[src/rtl/mips150_mem_arbiter.sv]
// Shares the single MIPS150 memory port between instruction fetch and load/store.
// Store encodings become byte-lane masks; each access is a request/ready handshake with timeout.
module mips150_mem_arbiter #(
    parameter int WAIT_LIMIT   = 16,
    parameter int STARVE_LIMIT = 4
) (
    input  logic        clk,
    input  logic        rst_n,
    input  logic        if_req,
    input  logic [31:0] if_addr,
    output logic        if_ack,
    output logic [31:0] if_rdata,
    input  logic        d_req,
    input  logic [1:0]  d_we,
    input  logic [31:0] d_addr,
    input  logic [31:0] d_wdata,
    output logic        d_ack,
    output logic [31:0] d_rdata,
    output logic        d_misalign,
    output logic        err,
    output logic        mem_valid,
    output logic [31:0] mem_addr,
    output logic [3:0]  mem_we,
    output logic [31:0] mem_wdata,
    input  logic        mem_ready,
    input  logic [31:0] mem_rdata,
    output logic        stall
);
    localparam logic [7:0] WAIT_LAST  = 8'(WAIT_LIMIT - 1);
    localparam logic [3:0] STARVE_MAX = 4'(STARVE_LIMIT);

    typedef enum logic [1:0] {IDLE, BUSY, RESP} state_t;

    state_t      state_reg, state_next;
    logic        gnt_d_reg;
    logic        misalign_reg;
    logic        err_reg;
    logic [7:0]  wait_cnt_reg;
    logic [3:0]  starve_cnt_reg;
    logic [31:0] addr_reg;
    logic [3:0]  we_reg;
    logic [31:0] wdata_reg;
    logic [31:0] if_rdata_reg;
    logic [31:0] d_rdata_reg;

    logic        fetch_starved;
    logic        grant_d;
    logic        grant_any;
    logic        d_misaligned;
    logic [3:0]  d_mask;
    logic [31:0] d_lanes;
    logic        timeout;
    logic        if_addr_lsb_unused;

    assign if_addr_lsb_unused = ^if_addr[1:0];

    // Store decode: lane mask, replicated data and alignment check
    always_comb begin
        d_mask       = 4'b0000;
        d_lanes      = 32'h0;
        d_misaligned = 1'b0;
        case (d_we)
            2'b01: begin
                d_mask  = 4'b0001 << d_addr[1:0];
                d_lanes = {4{d_wdata[7:0]}};
            end
            2'b10: begin
                d_mask       = 4'b0011 << {d_addr[1], 1'b0};
                d_lanes      = {2{d_wdata[15:0]}};
                d_misaligned = d_addr[0];
            end
            2'b11: begin
                d_mask       = 4'b1111;
                d_lanes      = d_wdata;
                d_misaligned = |d_addr[1:0];
            end
            default: ;
        endcase
    end

    // Data normally wins; fetch takes over once it has lost STARVE_LIMIT grants in a row
    assign fetch_starved = if_req && (starve_cnt_reg == STARVE_MAX);
    assign grant_d       = d_req && !fetch_starved;
    assign grant_any     = d_req || if_req;
    assign timeout       = (wait_cnt_reg == WAIT_LAST);

    always_ff @(posedge clk or negedge rst_n) begin
        if (!rst_n) begin
            state_reg <= IDLE;
        end else begin
            state_reg <= state_next;
        end
    end

    always_comb begin
        state_next = state_reg;
        case (state_reg)
            IDLE:    if (grant_any) state_next = (grant_d && d_misaligned) ? RESP : BUSY;
            BUSY:    if (mem_ready || timeout) state_next = RESP;
            RESP:    state_next = IDLE;
            default: state_next = IDLE;
        endcase
    end

    always_comb begin
        mem_valid  = 1'b0;
        if_ack     = 1'b0;
        d_ack      = 1'b0;
        d_misalign = 1'b0;
        err        = 1'b0;
        case (state_reg)
            BUSY: mem_valid = 1'b1;
            RESP: begin
                if_ack     = ~gnt_d_reg;
                d_ack      = gnt_d_reg;
                d_misalign = misalign_reg;
                err        = err_reg;
            end
            default: ;
        endcase
    end

    always_ff @(posedge clk or negedge rst_n) begin
        if (!rst_n) begin
            gnt_d_reg      <= 1'b0;
            misalign_reg   <= 1'b0;
            err_reg        <= 1'b0;
            wait_cnt_reg   <= 8'd0;
            starve_cnt_reg <= 4'd0;
            addr_reg       <= 32'h0;
            we_reg         <= 4'b0000;
            wdata_reg      <= 32'h0;
            if_rdata_reg   <= 32'h0;
            d_rdata_reg    <= 32'h0;
        end else begin
            case (state_reg)
                IDLE: if (grant_any) begin
                    gnt_d_reg    <= grant_d;
                    misalign_reg <= grant_d && d_misaligned;
                    err_reg      <= 1'b0;
                    wait_cnt_reg <= 8'd0;
                    if (grant_d) begin
                        if (if_req && starve_cnt_reg != STARVE_MAX)
                            starve_cnt_reg <= starve_cnt_reg + 4'd1;
                        if (d_misaligned) begin
                            d_rdata_reg <= 32'h0;
                        end else begin
                            addr_reg  <= {d_addr[31:2], 2'b00};
                            we_reg    <= d_mask;
                            wdata_reg <= d_lanes;
                        end
                    end else begin
                        starve_cnt_reg <= 4'd0;
                        addr_reg       <= {if_addr[31:2], 2'b00};
                        we_reg         <= 4'b0000;
                        wdata_reg      <= 32'h0;
                    end
                end
                BUSY: begin
                    if (mem_ready) begin
                        if (gnt_d_reg) d_rdata_reg <= (we_reg == 4'b0000) ? mem_rdata : 32'h0;
                        else           if_rdata_reg <= mem_rdata;
                    end else if (timeout) begin
                        err_reg <= 1'b1;
                        if (gnt_d_reg) d_rdata_reg <= 32'h0;
                        else           if_rdata_reg <= 32'h0;
                    end else begin
                        wait_cnt_reg <= wait_cnt_reg + 8'd1;
                    end
                end
                default: ;
            endcase
        end
    end

    assign mem_addr  = addr_reg;
    assign mem_we    = we_reg;
    assign mem_wdata = wdata_reg;
    assign if_rdata  = if_rdata_reg;
    assign d_rdata   = d_rdata_reg;
    assign stall     = (if_req & ~if_ack) | (d_req & ~d_ack);

endmodule

[config.mk]
export PLATFORM = sky130hd
export DESIGN_NAME = mips150_mem_arbiter
export DESIGN_NICKNAME = d
export VERILOG_FILES = /design/src/rtl/mips150_mem_arbiter.sv
export SDC_FILE = /design/constraint.sdc
export NUM_CORES = 1
export LEC_CHECK = 0
export CAP_MARGIN = 20
export CORE_MARGIN = 2
export CORE_UTILIZATION = 45
export CTS_CLUSTER_DIAMETER = 100
export CTS_CLUSTER_SIZE = 40
export DETAILED_ROUTE_END_ITERATION = 10
export PLACE_DENSITY = 0.82
export REMOVE_ABC_BUFFERS = 1
export SLEW_MARGIN = 20
export SYNTH_ARGS = -nofsm -noshare
export SYNTH_HDL_FRONTEND = slang
export SYNTH_SLANG_ARGS = --single-unit
[constraint.sdc]
create_clock -name clk -period 3.4 [get_ports clk]
set_clock_uncertainty 0.05 [all_clocks]
set_input_delay 0.85 -clock clk [delete_from_list [all_inputs] [get_ports clk]]
set_output_delay 0.85 -clock clk [all_outputs]
set_load 0.02 [all_outputs]
==> results of run 1 <==
## cell usage after synthesis, types with 5 or more instances
| library cell | n |
|---|---|
| clkbuf_1 | 24 |
| and2_1 | 21 |
| nor2_1 | 14 |
| dfrtp_1 | 147 |
| o21ai_0 | 74 |
| nand2_1 | 59 |
| nor3_1 | 17 |
| mux2_4 | 10 |
| buf_2 | 14 |
| a21o_1 | 28 |
| mux2_1 | 27 |
| nor3b_1 | 14 |
| a21boi_0 | 8 |
| inv_1 | 19 |
| nand3_1 | 12 |
| mux2_2 | 24 |
| o2bb2ai_1 | 5 |
| a21oi_1 | 30 |
| mux2i_1 | 45 |
| a31o_2 | 8 |
| nand4_1 | 5 |
## routing by layer
layer	track usage	vias up	wire length, um
li1	-	2841	-
met1	0.2940	2930	8345
met2	0.4004	243	9666
met3	0.07790	27	1684
met4	0.07906	0	346
met5	0	-	0
## cell families (layout without fill, tap and decap cells)
| logic type | Yosys count | after routing | synth area share |
|---|---|---|---|
| buffers and inverters | 67 | 341 | 0.04348 |
| and+or+nand+nor | 164 | 164 | 0.1247 |
| AOI/OAI and AO/OA | 165 | 165 | 0.1411 |
| xor gates and xnor gates | 4 | 4 | 0.004908 |
| other | 1 | 2 | 0.0005254 |
| adders and majority gates | 3 | 3 | 0.005260 |
| muxes | 106 | 106 | 0.1646 |
| DFF | 147 | 147 | 0.5154 |
## path summary, 6_finish.rpt
path / endpoint / slack, ps / cells past startpoint
max: stall / 300 / 5
min: if_rdata[4]$_DFFE_PN0P_ / 360 / 1
max reg2reg: if_rdata[28]$_DFFE_PN0P_ / 1120 / 5
min reg2reg: d_rdata[30]$_DFFE_PN0P_ / 430 / 1
max in group asynchronous: mem_addr[26]$_DFFE_PN0P_ / 2150 / 2
min in group clk: d_rdata[30]$_DFFE_PN0P_ / 430 / 1
## area by class of cell
class / instances / share of cell area
multi-input cells: 444 / 0.2964
repair buffers: 290 / 0.2724
inverters: 19 / 0.006702
well taps: 216 / 0.02540
clock buffers: 19 / 0.04162
flip-flops and latches: 147 / 0.3457
clock inverters: 13 / 0.01176
## power by group
part | internal, mW | switching [mW] | total [mW]
Clock | 1.04 | 0.766 | 1.80
Sequential | 2.48 | 0.453 | 2.93
Combinational | 2.01 | 2.16 | 4.17
Total | 5.52 | 3.38 | 8.90
## critical path: cells and delay by family, from the launching register on
kind / cells / cell delay [ps]
flip-flops: 1 / 550
buffers and inverters: 1 / 550
AND/OR/NAND/NOR: 3 / 530
AO/OA/AOI/OAI: 1 / 160
==> summary.txt, run 1 <==
Largest net degree at the start of global routing = 65
Synth unique cells = 50
Routability cong. = 0.8288
# clock sinks = 147
Synth area leaders = dfrtp_1 52%, mux2i_1 6.3%, o21ai_0 5.2%
Core Box Area = 0.01571 mm^2
Clk pin slew, worst setup/hold paths = 60 ps
Register area = 0.003679 mm^2
CP cell instances = nor2b_1 -> nand2_1 -> a21oi_1 -> nor2_1 -> clkdlybuf4s50_1
Mapped Cells = 657
Unrepaired setup endpoints after global routing = no
Vias per inst = 5.262
Max-capacitance violation count = 0
Initial antenna violation count = 0
Slowest cell delay on critical path = 550 ps
CTS tree = done
Grt ovf = 0
Placed instance area = 0.01007 mm^2
EDFF count, synth = 0
Critical path launch point = state_reg[0]$_DFFE_PN0P_
CP Data Required Time = 2500 ps
Peak supply drop = 451.2 uV
Share of cells above drive strength 1 = 0.1159
Fmax = 322.6 MHz
Total Neg Setup Slack = 0 ps
FF-to-FF Start = wait_cnt_reg[0]$_DFFE_PN0P_
HP Class = input port to async pin
Multi-input logic area = 0.003154 mm^2
Htree depth = 4
WL/cell = 17.46 um
Initial core utilization = 0.4542
# DRC = 0
Design Area, Final = 0.01064 mm^2
Detail Placement HPWL = 14.37 mm
Root Buffer = clkbuf_16
Most frequent cells in the layout = 267 x clkdlybuf4s50_1, 147 x dfrtp_1, 74 x o21ai_0
Setup WS pre-CTS = 346.5 ps
Clock Tree Buf Depth = 2
Yosys warnings = 0
Yosys reg bits = 147
Die area = 0.01688 mm^2
Critical-path maximum fanout = 15
Post-CTS Setup Bufs = 0
Top Ports = 273
First-pass GRT wire length = 31.35 mm
Synth top area share = 0.5154
Max-slew violations = 0
Slowest-stage cell, CP = dfrtp_1
Rows = 46
Fillcell total = 1265
Final hold vios = 0
Die span in x = 129.9 um
Total global-route track usage = 0.2393
Data arrival time of the worst path = 2200 ps
Vias in the first global route = 6079
Critical path launch point type = flip-flop
Most common cell after layout, fill and taps aside = clkdlybuf4s50_1
Final core occ = 0.6773
Final hold slack = 355.4 ps
Leak = 4.918 nW
Avg Cell Area, Syn = 10.86 um^2
Period utilization = 0.9116
Area grow syn2layout = 49.11%
Post-route ant nets = 0
Hold_buf cts = 0
# resized after CTS = 0
Top_reg_cell synth = dfrtp_1
N_diodes = 0
Share of flip-flops with an asynchronous set or reset = 1.000
Routed WL = 20.04 mm
Slew Limit Headroom = 0.5593
Number of CTS-inserted buffers = 17
Outcome = complete, no violations
Fin cells = 1148
Port buffer count = 268
DP Cell Count = 1116
Sequential share of the synthesized area = 0.5154
Pwr Density = 836.2 mW/mm^2
Min Tclk post-route = 3100 ps
Die Height = 129.9 um
Power, Total = 8.898 mW
Final worst setup slack = 300.5 ps
Initial DRC Count = 323
Final setup viols = 0
NumNets Final = 1057
Routed via count = 6041
Skew-Pair Late Insertion Delay = 420 ps
Drt pass-1 iters = 5
Worst slew pin tran = 655.6 ps
Cell accounting for the most synthesized area = dfrtp_1
Critical path class = flip-flop to output pin
CP Capture Type = output pin
Mapped Area = 0.007137 mm^2
No activity file was read; power rests on OpenSTA's default activity.
==> inputs of run 2 (changes only) <==
--- a/config.mk
+++ b/config.mk
@@ -9,7 +9,7 @@
 export CORE_MARGIN = 2
 export CORE_UTILIZATION = 45
 export CTS_CLUSTER_DIAMETER = 100
-export CTS_CLUSTER_SIZE = 40
+export CTS_CLUSTER_SIZE = 24
 export DETAILED_ROUTE_END_ITERATION = 10
 export PLACE_DENSITY = 0.82
 export REMOVE_ABC_BUFFERS = 1
==> results of run 2 <==
No change in the layout: final DEF, timing and power equal those of run 1.
==> inputs of run 3 (changes only) <==
--- a/config.mk
+++ b/config.mk
@@ -13,6 +13,7 @@
 export DETAILED_ROUTE_END_ITERATION = 10
 export PLACE_DENSITY = 0.82
 export REMOVE_ABC_BUFFERS = 1
+export SKIP_LAST_GASP = 1
 export SLEW_MARGIN = 20
 export SYNTH_ARGS = -nofsm -noshare
 export SYNTH_HDL_FRONTEND = slang
==> results of run 3 <==
No change in the layout: final DEF, timing and power equal those of run 1.
==> patch: new RTL, settings of run 2 <==
Register the output `err`, cleared by the reset; this adds one clock of latency there. The other outputs are not delayed to match.
--- a/src/rtl/mips150_mem_arbiter.sv
+++ b/src/rtl/mips150_mem_arbiter.sv
@@ -30,6 +30,8 @@
     localparam logic [3:0] STARVE_MAX = 4'(STARVE_LIMIT);
 
     typedef enum logic [1:0] {IDLE, BUSY, RESP} state_t;
+
+    logic err_d;
 
     state_t      state_reg, state_next;
     logic        gnt_d_reg;
@@ -107,14 +109,14 @@
         if_ack     = 1'b0;
         d_ack      = 1'b0;
         d_misalign = 1'b0;
-        err        = 1'b0;
+        err_d      = 1'b0;
         case (state_reg)
             BUSY: mem_valid = 1'b1;
             RESP: begin
                 if_ack     = ~gnt_d_reg;
                 d_ack      = gnt_d_reg;
                 d_misalign = misalign_reg;
-                err        = err_reg;
+                err_d      = err_reg;
             end
             default: ;
         endcase
@@ -180,5 +182,13 @@
     assign d_rdata   = d_rdata_reg;
     assign stall     = (if_req & ~if_ack) | (d_req & ~d_ack);
 
+    always_ff @(posedge clk or negedge rst_n) begin
+        if (!rst_n) begin
+            err <= '0;
+        end else begin
+            err <= err_d;
+        end
+    end
+
 endmodule
 
Check against the original RTL: same outputs for any inputs over 4 cycles, from zero or initial values and one cycle with rst_n low; that may be too few to reach the edited logic, so the function may still have changed.
==> patch against run 2 <==
Routed wire length up 14%. Area after synthesis is 3.5% higher. Critical path type is now input port to primary output. Sequential power up 5%. Sequential cell count grew 1. Total power rose by 9.9%. Register-to-register slack better by 150 ps. Worst setup slack worse by 140 ps. Hold slack improved by 68 ps. Final area rose by 3.0%.
==> patch: results (changes against run 2) <==
| Metric | Value |
|---|---|
| Slew headroom | `47.8% (-8.1 points)` |
| Synth area leaders | `dfrtp_1 50%, o21ai_0 7.9%, mux2i_1 7.3%` |
| H-tree lvl count | `4 (unchanged)` |
| Initial antenna violation count | `0 (unchanged)` |
| Hold_sp | `mem_wdata[4]$_DFFE_PN0P_` |
| GRT Resource Usage Total | `26.6% (+2.7 points)` |
| Share of cells above drive strength 1 | `8.80% (-2.8 points)` |
| Register area share after synthesis | `50.1% (-1.4 points)` |
| Status | `completed` |
| Yosys warns | `0 (unchanged)` |
| Asr flop ratio synth | `100% (unchanged)` |
| Clk_lat worst skew | `410 ps` |
| Dpl ws | `149 ps (-197 ps)` |
| Router iterations before antenna repair | `5 (unchanged)` |
| Detailed placer's ending HPWL | `15900 um (+10%)` |
| Worst VDD drop | `0.480 mV (+6.3%)` |
| Number of I/O port buffers | `268 (unchanged)` |
| Post-CTS sizing | `0 (unchanged)` |
| Root buffer cell | `clkbuf_16` |
| Number of post-CTS setup repair buffers | `0 (unchanged)` |
| Antenna cells | `0 (unchanged)` |
| Synth top cells by count | `148 x dfrtp_1, 117 x o21ai_0, 54 x mux2i_1` |
| Die ar. | `17500 um^2 (+3.4%)` |
| Initial DRC count | `499 (+54%)` |
| Clk buf depth | `2 (unchanged)` |
| Detailed-route wire length per cell | `18.9 um (+8.5%)` |
| TritonCTS buffer count | `17 (unchanged)` |
| Via count | `6785 (+12%)` |
| Pin count of the biggest net entering global routing | `83 (+28%)` |
| Data arrival at the endpoint of the critical path | `2340 ps (+140 ps)` |
| Final #Nets | `1115 (+5.5%)` |
| HP Class | `register to register` |
| Largest fanout on the critical path | `5 (-10)` |
| Pleak | `4.75 nW (-3.5%)` |
| # fillers | `1248 (-1.3%)` |
| First-pass GRT wire length | `37000 um (+18%)` |
| Gpl congestion | `0.849 (+2.5%)` |
| Worst R2R Start | `starve_cnt_reg[0]$_DFFE_PN0P_` |
| Post-synthesis cell type count | `55 (+10%)` |
| Launch point of the worst path | `d_req` |
| Clock transition at the registers of the reported paths | `60 ps (about the same)` |
-- patch: power breakdown --
group / leakage (nW) / internal [mW] / switching [mW]
clock: 0.292 / 1.25 / 0.750
sequential: 1.87 / 2.56 / 0.520
combinational: 2.58 / 2.16 / 2.54
total: 4.75 / 5.97 / 3.81
-- patch: cell type report --
class | count | share of cell area [%]
clock inverter | 12 | 1.62
inverter | 53 | 1.82
sequential | 148 | 33.8
multi-input combinational | 467 | 29.6
clock buffer | 19 | 4.04
timing repair buffer | 290 | 26.7
tap | 216 | 2.47
-- patch: metal layers --
| metal | global-route usage (%) | share of wire, % | up-vias |
|---|---|---|---|
| li1 | - | - | 3107 |
| met1 | 33.5 | 40 | 3272 |
| met2 | 43.3 | 49 | 356 |
| met3 | 7.15 | 8.5 | 50 |
| met4 | 11.3 | 3.2 | 0 |
| met5 | 0 | 0 | - |
-- patch: worst max-delay path, cell delays in order --
cell,delay [ps]
clkdlybuf4s50_1,480
inv_1,100
a21oi_1,140
nor2_1,50
a21oi_1,110
clkdlybuf4s50_1,610
-- patch: worst paths after layout --
kind	endpoint	slack, ps	depth (start not counted)
worst max-delay path	stall	160	6
worst min-delay path	mem_wdata[4]$_DFFE_PN0P_	420	1
worst max register to register	d_rdata[24]$_DFFE_PN0P_	1270	7
worst min register to register	mem_wdata[4]$_DFFE_PN0P_	420	1
max in group asynchronous	mem_wdata[13]$_DFFE_PN0P_	2050	2
min in group asynchronous	if_rdata[1]$_DFFE_PN0P_	450	1
-- patch: logic make-up after synthesis --
family                   synth area share [%]
multiplexers                             12.8
adder cells (fa/ha/maj)                 0.508
AO/OA/AOI/OAI                            18.4
AND/OR/NAND/NOR                          11.2
flip-flops                               50.1
other                                  0.0508
buffers and inverters                    6.39
XOR/XNOR                                0.474
-- patch: per-stage QoR --
stage	utilization (%)	TNS [ps]	area, um^2	cells	hold WS, ps
final	68.7	0	11000	1205	423
after global routing	68.7	0	11000	1205	437
after CTS	68.7	0	11000	1205	429
after detailed placement	64.8	0	10300	1174	415
after global placement	64.8	0	10300	1174	417
after floorplan	-	-32460	7120	668	402
